$ cat config.mk
export PLATFORM = sky130hd
export DESIGN_NAME = ring_phase_monitor
export DESIGN_NICKNAME = d
export VERILOG_FILES = /design/src/rtl/ring_pkg.sv /design/src/rtl/onehot_encoder.sv /design/src/rtl/ring_phase_monitor.sv
export SDC_FILE = /design/constraint.sdc
export NUM_CORES = 1
export LEC_CHECK = 0
export BUFFER_PORTS_ARGS = -buffer_cell sky130_fd_sc_hd__buf_2
export CAP_MARGIN = 20
export CORE_MARGIN = 1
export CORE_UTILIZATION = 45
export DETAILED_ROUTE_END_ITERATION = 16
export PLACE_DENSITY = 0.66
export SLEW_MARGIN = 20
export SYNTH_ARGS = -nofsm -noshare
export SYNTH_HDL_FRONTEND = slang
export SYNTH_SLANG_ARGS = --single-unit
$ cat constraint.sdc
create_clock -name clk -period 5.1 [get_ports clk]
set_input_delay 1.275 -clock clk [delete_from_list [all_inputs] [get_ports clk]]
set_output_delay 1.275 -clock clk [all_outputs]
set_load 0.005 [all_outputs]
$ cat src/rtl/ring_pkg.sv
// Shared types and helpers for the one-hot ring phase monitor.
package ring_pkg;

    typedef enum logic [1:0] {
        IDLE  = 2'd0,
        SYNC  = 2'd1,
        TRACK = 2'd2,
        FAULT = 2'd3
    } state_t;

    localparam int RING_WIDTH = 6;
    localparam logic [RING_WIDTH-1:0] RING_PHASE0 = RING_WIDTH'(1);

    // The ring advances by a right rotate: bit 0 wraps into the MSB.
    function automatic logic [RING_WIDTH-1:0] ring_rotate_right(input logic [RING_WIDTH-1:0] x);
        return {x[0], x[RING_WIDTH-1:1]};
    endfunction

    function automatic logic [2:0] ring_onehot_to_index(input logic [RING_WIDTH-1:0] x);
        logic [2:0] idx;
        idx = '0;
        for (int i = 0; i < RING_WIDTH; i++) begin
            if (x[i]) idx = 3'(i);
        end
        return idx;
    endfunction

endpackage

$ cat src/rtl/onehot_encoder.sv
// Combinational one-hot to binary encoder with a one-hot validity flag.
module onehot_encoder #(
    parameter int WIDTH = 6,
    parameter int IDX_W = 3
) (
    input  logic [WIDTH-1:0] onehot,
    output logic [IDX_W-1:0] idx,
    output logic             is_onehot
);

    always_comb begin
        idx = '0;
        for (int i = 0; i < WIDTH; i++) begin
            if (onehot[i]) idx = IDX_W'(i);
        end
        is_onehot = $onehot(onehot);
    end

endmodule

$ cat src/rtl/ring_phase_monitor.sv
// Locks onto a right-rotating one-hot ring, reports phase index, revolutions and faults.
// Optional: RING_PHASE_MONITOR_AUTO_RESYNC_EN lets FAULT fall back to SYNC once phase 0 reappears.
module ring_phase_monitor
    import ring_pkg::*;
#(
    parameter int WIDTH = RING_WIDTH,
    parameter int REV_W = 8,
    parameter int IDX_W = 3
) (
    input  logic             clk,
    input  logic             clear,
    input  logic             enable,
    input  logic [WIDTH-1:0] phase_in,
    output logic [IDX_W-1:0] phase_idx,
    output logic             phase_valid,
    output logic [REV_W-1:0] rev_count,
    output logic             rev_pulse,
    output logic             fault,
    output logic             resync_req
);

    localparam logic [WIDTH-1:0] PHASE_ZERO = WIDTH'(1);

    function automatic logic [WIDTH-1:0] rotate_next(input logic [WIDTH-1:0] x);
        return {x[0], x[WIDTH-1:1]};
    endfunction

    state_t           state;
    logic [WIDTH-1:0] expected;
    logic [IDX_W-1:0] enc_idx;
    logic             enc_onehot;
    logic             in_seq;
    logic             at_phase0;

    onehot_encoder #(
        .WIDTH (WIDTH),
        .IDX_W (IDX_W)
    ) u_enc (
        .onehot    (phase_in),
        .idx       (enc_idx),
        .is_onehot (enc_onehot)
    );

    assign at_phase0 = (phase_in == PHASE_ZERO);
    // Equality with a one-hot expected value already implies one-hot; the flag guards expected==0.
    assign in_seq    = enc_onehot && (phase_in == expected);

    always_ff @(posedge clk) begin
        if (clear) begin
            state       <= IDLE;
            expected    <= '0;
            phase_idx   <= '0;
            phase_valid <= 1'b0;
            rev_count   <= '0;
            rev_pulse   <= 1'b0;
            fault       <= 1'b0;
            resync_req  <= 1'b0;
        end else begin
            rev_pulse <= 1'b0;
            if (!enable) begin
                state       <= IDLE;
                phase_valid <= 1'b0;
                resync_req  <= 1'b0;
            end else begin
                case (state)
                    IDLE: begin
                        state <= SYNC;
                        fault <= 1'b0;
                    end
                    SYNC: begin
                        if (at_phase0) begin
                            state       <= TRACK;
                            phase_idx   <= '0;
                            phase_valid <= 1'b1;
                            expected    <= rotate_next(phase_in);
                        end else begin
                            phase_valid <= 1'b0;
                        end
                    end
                    TRACK: begin
                        if (in_seq) begin
                            phase_idx   <= enc_idx;
                            phase_valid <= 1'b1;
                            expected    <= rotate_next(phase_in);
                            // Only a matched phase 0 inside TRACK closes a revolution.
                            if (at_phase0) begin
                                rev_count <= rev_count + REV_W'(1);
                                rev_pulse <= 1'b1;
                            end
                        end else begin
                            state       <= FAULT;
                            fault       <= 1'b1;
                            resync_req  <= 1'b1;
                            phase_valid <= 1'b0;
                        end
                    end
                    FAULT: begin
`ifdef RING_PHASE_MONITOR_AUTO_RESYNC_EN
                        if (at_phase0) begin
                            state      <= SYNC;
                            resync_req <= 1'b0;
                        end else begin
                            resync_req <= 1'b1;
                        end
`else
                        resync_req <= 1'b1;
`endif
                        fault       <= 1'b1;
                        phase_valid <= 1'b0;
                    end
                    default: state <= IDLE;
                endcase
            end
        end
    end

endmodule

* Yosys cells after proc, flatten, opt, wreduce, memory -nomap -nowiden *
Cells that the tools add are included.

cells by class
  add/sub/neg operators = 6
  equality and inequality tests = 9
  mux-type cells = 20
  bitwise logic cells = 3
  reductions and logical operators = 14

operators with widths
  kind                                            number
  2-to-1 mux 3 bit                                4
  2-to-1 mux 6 bit                                2
  case mux 6 bit (2 select lines)                 1
  nonzero test 3 bit                              3
  adder 8 x 1 -> 8 bit (second input constant)    1
  2-to-1 mux 2 bit                                4
  AND reduction 4 bit                             2
  adder 1 x 1 -> 2 bit                            3
  adder 3 bit                                     2
  == test 6 x 1 -> 1 bit (second input constant)  1
  == test 6 bit                                   1
  != test 2 bit (second input constant)           3
  case mux 1 bit (3 select lines)                 2
  case mux 2 bit (3 select lines)                 1
  case mux 3 bit (2 select lines)                 1
  AND reduction 3 bit                             2
  == test 2 bit (second input constant)           2
  2-to-1 mux 1 bit                                4
  nonzero test 2 bit                              2
  OR reduction 4 bit                              1
  == test 3 x 1 -> 1 bit (second input constant)  1
  NOT 1 bit                                       3
  == test 2 x 1 -> 1 bit (second input constant)  1
  zero test 2 bit                                 1
  other kinds (4)                                 4

word-level totals
  register bits after elaboration = 23
  input port bits = 9
  output and inout port bits = 15
  logic and storage cells = 60

* Logic depth before layout (Yosys ltp) *
Gate-level depths: netlist (run 1).

  depth in word-level cells = 7
  gate-level depth with buffers = 12
  gate-level depth less buffers = 11

* Hierarchy *
From an unflattened synthesis (run 1), not the netlist that was laid out.

second synthesis, totals
  cell total of the unflattened synthesis = 150
  area, all modules = 1,340.0 um2

modules (own cells, without submodules)
  module              times used  cells an instance  area an instance (um2)  sequential area each (um2)
  ring_phase_monitor  1           132                1,202.4                 460.4
  onehot_encoder      1           18                 137.6                   0.0

* Least setup slack after synthesis (run 1) *
OpenSTA, ideal clock, no wires.

  kind = input to register
  start point = input phase_in[1]
  end point = register rev_count[4]
  setup time = 0.070 ns
  data arrival time = 3.734 ns
  data required time = 5.030 ns
  setup slack = 1.296 ns
  cell stages on the path = 11
  buffers on the path = 1
  cell sequence = inv_1 > ha_1 > fa_1 > inv_1 > ha_1 > nor3b_4 > nand4_2 > or4_1 > clkbuf_2 > or4_1 > a21oi_1

on the way
  word-level cells in the longest chain between the ends = 6
  elaborated cells between the ends (all ways) = 8
  classes of those cells = add/sub: 3; eq/ne: 3; reduce/logical: 2

ends and longest elaborated chain
  what                                            RTL line                  source
  from (decl)                                     ring_phase_monitor.sv:13  input logic [WIDTH-1:0] phase_in,
  adder 1 x 1 -> 2 bit (implied by the code)      onehot_encoder.sv:16      is_onehot = $onehot(onehot);
  adder 3 bit (implied by the code) (2 in a row)  onehot_encoder.sv:16
  == test 3 x 1 -> 1 bit                          onehot_encoder.sv:16
  logical AND 1 bit                               ring_phase_monitor.sv:46  assign in_seq = enc_onehot && (phase_in == expected);
  AND reduction 4 bit (no line) *                 -
  to (signal assigned)                            ring_phase_monitor.sv:87  rev_count <= rev_count + REV_W'(1);
  to (decl)                                       ring_phase_monitor.sv:16  output logic [REV_W-1:0] rev_count,

Mark *: on every way between the ends. The rest lies on a longest branch, timed or not.
A chain may end at the register's enable or synchronous reset.

* Final worst setup path (run 1) *
  start point = input phase_in[5]
  end point = register rev_count[4]

on the way
  word-level cells in the longest chain between the ends = 5
  elaborated cells between the ends (all ways) = 7
  classes of those cells = add/sub: 2; eq/ne: 3; reduce/logical: 2

ends and longest elaborated chain
  what                                        RTL line
  adder 1 x 1 -> 2 bit (implied by the code)  onehot_encoder.sv:16
  adder 3 bit (implied by the code)           onehot_encoder.sv:16
  == test 3 x 1 -> 1 bit                      onehot_encoder.sv:16
  logical AND 1 bit                           ring_phase_monitor.sv:46
  AND reduction 4 bit (no line) *             -

Marked as above.

==> summary.md, run 1 <==
| Metric | Value |
|---|---|
| Reg2Reg Setup Slack | 2.76 ns |
| Max-Cap Viols | 0 |
| Largest net degree at the start of global routing | 21 |
| Sequential cell area | 460 um2 |
| 1st-iter DRT viols | 33 |
| Syn_area_per_cell | 8.60 um2 |
| Post-route DRC | 0 |
| CTS tree | done |
| Worst-Skew Late Latency | 0.31 ns |
| TNS Setup | 0 ns |
| Clock Path Buffers | 2 |
| Final Util | 0.547 |
| Core Region | 2830 um2 |
| Via count | 1235 |
| Worst Max-Slew Pin Slew | 0.619 ns |
| Synth top area cells | dfxtp_1, ha_1, a21oi_1 |
| Worst reg2reg path depth | 7 |
| Reg-to-Reg Start | state[0] |
| Setup crit end | rev_count[4] |
| Maximum VDD drop | 0.163 mV |
| Layout Nets | 211 |
| Root Buffer | clkbuf_4 |
| I/O pins | 24 |
| Syn_nets | 187 |
| Synth Cell Area | 1380 um2 |
| Initial core utilization | 0.489 |
| Max incr delay on CP | 0.54 ns |
| Hold Crit Class | register to register |
| WL final | 2780 um |
| Post-synth top area share | 0.333 |
| Post-route ant nets | 0 |
| HP Start | phase_idx[0] |
| Synthesis-to-finish area growth | 11.8% |
| Status | completed |
| EDFF count, synth | 0 |
| Endpoint class of the critical path | register |
| Vias in the first global route | 1089 |
| Tmin final | 3.79 ns |
| Crit-path most repeated cell | inv_1 |
| Async SR Flop Fraction | 0 |
| Post-synthesis cell count | 161 |
| Pwr/cell area | 217 nW/um2 |
| Most frequent cells in the layout | dfxtp_1, buf_2, a21oi_1, ha_1, inv_1 |
| CP required | 5.35 ns |
| Yosys cell types | 33 |
| Row count | 19 |
| Final setup skew | 0.00294 ns |
| H-tree Lvls | 1 |
| Worst EP arrival | 4.04 ns |
| Synth Register Bits | 23 |
| Crit path max fanout | 7 |
| Routability congestion estimate from global placement | 0.787 |
| Leakage | 0.658 nW |
| Commonest register cell after synthesis | dfxtp_1 |
| Postcts setup bufs | 0 |
| First-pass GRT wire length | 4730 um |
| Die width | 57.5 um |
| CP max-delay cell | or4_1 |
| Layout cell share with drive strength beyond 1 | 0.163 |
| CTS Sinks | 23 |
| Initial antenna violation count | 0 |
| Sequential-to-total area share from yosys stat | 0.333 |
| Dpl hpwl | 2150 um |
| Final period utilization | 0.743 |
| WS Path Type | primary input to register |
| RSZ-0062 raised after global routing | no |
| Resize count post-CTS | 0 |
| Worst flop-to-flop path endpoint | rev_count[4] |
| Worst-case headroom to the max-slew limit | 0.588 |
| Input/output buffers | 23 |
| First-pass DRT Iterations | 4 |
| Startpoint Class | primary input |
| Gr ovfl total | 0 |
| Count of final setup violators | 0 |
| Multi-input logic area | 855 um2 |
| Fmax | 264 MHz |
| Warning count from the yosys run | 0 |
| Pins Over Slew Limit | 0 |
| Layout fillers | 263 |
| Largest area contributor in the netlist | dfxtp_1 |
| Clock slew at reported path FFs | 0.13 ns |
| WL per Instance | 12.9 um |
| DR vias/cell | 5.74 |
| DIE AREA | 3300 um2 |
| Hold buffers post-CTS | 0 |
| Cell chain of the critical path | buf_2 > inv_1 > ha_1 > inv_1 > fa_1 > inv_1 > ha_1 > nor3b_4 > nand4_2 > or4_1 > or4_1 > a21oi_1 |
| Setup crit start | phase_in[5] |
| Cts bufs inserted | 3 |
| Gr usage total | 0.182 |
| Final hold viol count | 0 |
| Die height | 57.5 um |
| Diode count | 0 |
==> power by group <==
group          internal, mW  switching [mW]
clock                0.0305          0.0562
sequential            0.184         0.00307
combinational        0.0240          0.0384
total                 0.238          0.0977
==> Yosys cell counts (2+ instances only) <==
library cell  number
or3_1              4
inv_1             14
xnor2_1            8
nor2b_1            3
o2bb2ai_1          3
nand4_2            2
and2_1             2
nand4_1            3
a21oi_1           15
nor3_1             4
ha_1              15
clkbuf_1           3
dfxtp_1           23
nand3_1           11
and4_1             2
or4_1              3
fa_1               2
o21ai_0           12
nand2_1            9
nor2_1             8
o21a_1             2
nand2b_1           2
==> state kept, by name (all words and copies together) (netlist names) <==
| signal | flops |
|---|---|
| rev_count | 8 |
| phase_idx | 3 |
| expected | 6 |
| phase_valid | 1 |
| state | 2 |
| resync_req | 1 |
| fault | 1 |
| rev_pulse | 1 |
==> how the worst min path moves through the flow <==
stage,endpoint,slack (ns),depth (start not counted)
detailed placement,phase_idx[1],0.45,1
global placement,phase_idx[2],0.44,1
finish,phase_idx[0],0.48,1
CTS,phase_idx[1],0.48,1
floorplan,phase_idx[0],0.46,1
global route,phase_idx[1],0.49,1
==> area by class of cell <==
| class | instances | share of cell area |
|---|---|---|
| Sequential cell | 23 | 0.297 |
| Clock buffer | 4 | 0.0170 |
| Tap cell | 31 | 0.0251 |
| Inverter | 14 | 0.0340 |
| Multi-Input combinational cell | 120 | 0.552 |
| Timing Repair Buffer | 23 | 0.0744 |
==> metrics by stage <==
step	cells	area, um2	hold WS, ns	power (mW)	setup WS [ns]
3_5_place_dp	211	1520	0.450	0.253	0.971
5_1_grt	215	1550	0.489	0.352	1.06
6_report	215	1550	0.479	0.336	1.31
3_3_place_gp	211	1520	0.442	0.252	1.06
2_1_floorplan	161	1380	0.456	0.236	1.30
4_1_cts	215	1550	0.481	0.339	1.31
==> cells by family after synthesis <==
family	synth area share
flops	0.333
compound gates	0.161
xor+xnor	0.0506
buf+inv	0.0497
fa+ha+maj	0.165
mux	0.00814
simple gates	0.233
==> metal layers <==
metal,GRT usage,routed length (um)
met1,0.244,1310
met2,0.291,1300
met3,0.0454,147
met4,0.0453,28
met5,0,0
==> worst max-delay path: cells and delay by family <==
family                     cells  cell delay, ns
AOI/OAI and AO/OA              1            0.14
buffers and inverters          4            0.35
and+or+nand+nor                4            1.39
adders and majority gates      3            0.88
Power figures use the tool's default switching activity.
==> run 2: changes to the inputs <==
Clock period 5.1 ns to 3.9 ns, I/O delays scaled along.
==> run 2 against run 1 <==
  * Global-route usage increased by 0.98 points
  * Combinational power increased by 36%
  * Cell count increased by 0.93%
  * Count of clock-buffer cells in the layout unchanged
  * Wire length increased by 5.2%
  * Core utilization increased by 0.53 points
  * Critical path type unchanged
==> summary.md, run 2 (same netlist as run 1, synthesis figures left out) <==
| Metric | Value |
|---|---|
| Initial core utilization | 0.489 (unchanged) |
| Input/output buffers | 23 (unchanged) |
| Pins Over Slew Limit | 0 (unchanged) |
| Row count | 19 (unchanged) |
| Pwr/cell area | 283 nW/um2 (was 217 nW/um2) |
| Placement Cell Area | 1540 um2 (was 1520 um2) |
| CP required | 4.16 ns (was 5.35 ns) |
| Most frequent cells in the layout | dfxtp_1, buf_2, a21oi_1, ha_1, inv_1 (unchanged) |
| DIE AREA | 3300 um2 (unchanged) |
| TNS Setup | 0 ns (unchanged) |
| Worst EP arrival | 3.76 ns (was 4.04 ns) |
| Startpoint Class | primary input (unchanged) |
| Max reg flops | 8 (unchanged) |
| Gr usage total | 0.191 (was 0.182) |
| Maximum VDD drop | 0.228 mV (was 0.163 mV) |
| Tmin final | 3.50 ns |
| Fmax | 285 MHz |
| DR vias/cell | 5.64 (was 5.74) |
| Max-Cap Viols | 0 (unchanged) |
| Final period utilization | 0.898 |
| Worst reg2reg path depth | 7 (unchanged) |
| Resize count post-CTS | 0 (unchanged) |
| Power Total | 442 uW (was 336 uW) |
| Status | completed (unchanged) |
| Worst flop-to-flop path endpoint | rev_count[4] (unchanged) |
| CTS Sinks | 23 (unchanged) |
| Initial antenna violation count | 0 (unchanged) |
| Reg2Reg Setup Slack | 1.57 ns (was 2.76 ns) |
| WS Path Type | primary input to register (unchanged) |
| H-tree Lvls | 1 (unchanged) |
| HP Start | phase_idx[0] (unchanged) |
| Placed Cells | 213 (was 211) |
| Post-route ant nets | 0 (unchanged) |
| Layout fillers | 281 (was 263) |
| Clock Path Buffers | 2 (unchanged) |
| Die height | 57.5 um (unchanged) |
| Largest Register | rev_count (unchanged) |
| Largest net degree at the start of global routing | 21 (unchanged) |
| Layout cell share with drive strength beyond 1 | 0.172 (was 0.163) |
| WL per Instance | 13.5 um (was 12.9 um) |
| Layout Cells excl Fill | 217 (was 215) |
| Layout Nets | 213 (was 211) |
| Worst-case headroom to the max-slew limit | 0.597 (was 0.588) |
| Gr ovfl total | 0 (unchanged) |
| Crit path max fanout | 7 (unchanged) |
| Worst-Skew Late Latency | 0.31 ns (about the same) |
| RSZ-0062 raised after global routing | no (unchanged) |
| Diode count | 0 (unchanged) |
| Final setup skew | 0.00687 ns (was 0.00294 ns) |
| Vias in the first global route | 1129 (was 1089) |
| Hold endpoint | phase_idx[0] (unchanged) |
| Postcts setup bufs | 0 (unchanged) |
| Dpl hpwl | 2310 um (was 2150 um) |
| Synthesis-to-finish area growth | 12.9% (was 11.8%) |
| Clock slew at reported path FFs | 0.13 ns (about the same) |
| Hold buffers post-CTS | 0 (unchanged) |
| CTS tree | done (unchanged) |
| Via count | 1223 (was 1235) |
| I/O pins | 24 (unchanged) |
| Worst Max-Slew Pin Slew | 0.605 ns (was 0.619 ns) |
| Regs by FF count | rev_count: 8 flops, expected: 6 flops, phase_idx: 3 flops (unchanged) |
| First-pass GRT wire length | 4920 um (was 4730 um) |
| Routability congestion estimate from global placement | 0.787 (about the same) |
| Worst hold path stage count | 1 (unchanged) |
| Count of final setup violators | 0 (unchanged) |
| Core Region | 2830 um2 (unchanged) |
| Min Hold Slack | 0.471 ns (was 0.479 ns) |
| Leakage | 0.668 nW (was 0.658 nW) |
| First-pass DRT Iterations | 6 (was 4) |
| Die width | 57.5 um (unchanged) |
| Cts bufs inserted | 3 (unchanged) |
| Root Buffer | clkbuf_4 (unchanged) |
| WL final | 2930 um (was 2780 um) |
| Final hold viol count | 0 (unchanged) |
| Post-route DRC | 0 (unchanged) |
| Reg-to-Reg Start | state[0] (unchanged) |
| Hold Crit Class | register to register (unchanged) |
| 1st-iter DRT viols | 44 (was 33) |
| Endpoint class of the critical path | register (unchanged) |
| Post-route cell area | 1560 um2 (was 1550 um2) |
[run 2: cell types whose count changed in the layout (fill, tap and decap cells not counted)]
cell,previous run,this run
buf_4,0,2
[run 2: report_power, final]
group          leakage, nW  internal, mW  switching (mW)  total, mW
Clock               0.0150        0.0400          0.0730      0.113
Sequential           0.186         0.241         0.00426      0.245
Combinational        0.467        0.0332          0.0514     0.0846
Total                0.668         0.314           0.129      0.442
[run 2: worst max-delay path by stage]
stage	startpoint	to	slack, ns	cells past startpoint
floorplan	phase_in[1]	rev_count[4]	0.40	11
global placement	phase_in[2]	rev_count[4]	0.16	12
detailed placement	phase_in[2]	rev_count[4]	0.06	12
CTS	phase_in[2]	rev_count[4]	0.40	12
global route	phase_in[2]	rev_count[4]	0.22	12
finish	phase_in[2]	rev_count[4]	0.40	12
[run 2: metrics by stage]
stage,worst slack [ns],utilization
global placement,0.156,0.543
CTS,0.400,0.552
global route,0.222,0.552
finish,0.397,0.552
floorplan,0.396,-
detailed placement,0.0643,0.543
[run 2: critical path, cell delays in order]
cell and delay [ns]:
buf_2 0.14, inv_1 0.07, ha_1 0.28, inv_1 0.06
fa_1 0.39, inv_1 0.07, ha_1 0.24, nor3b_4 0.24
nand4_2 0.17, or4_1 0.55, or4_1 0.43, a21oi_1 0.14
[run 2: cell type report]
| class | count | area (um2) | area share |
|---|---|---|---|
| flip-flops and latches | 23 | 460 | 0.295 |
| inverters | 14 | 52.6 | 0.0336 |
| repair buffers | 25 | 130 | 0.0833 |
| multi-input cells | 120 | 855 | 0.547 |
| clock buffers | 4 | 26.3 | 0.0168 |
| well taps | 31 | 38.8 | 0.0248 |
[run 2: per-layer routing]
layer	vias up	part of all wire	GRT usage	routed length, um
met2	34	0.47	0.319	1370
li1	621	-	-	-
met5	-	0	0	0
met3	2	0.051	0.0408	148
met1	566	0.47	0.251	1390
met4	0	0.0058	0.0488	17
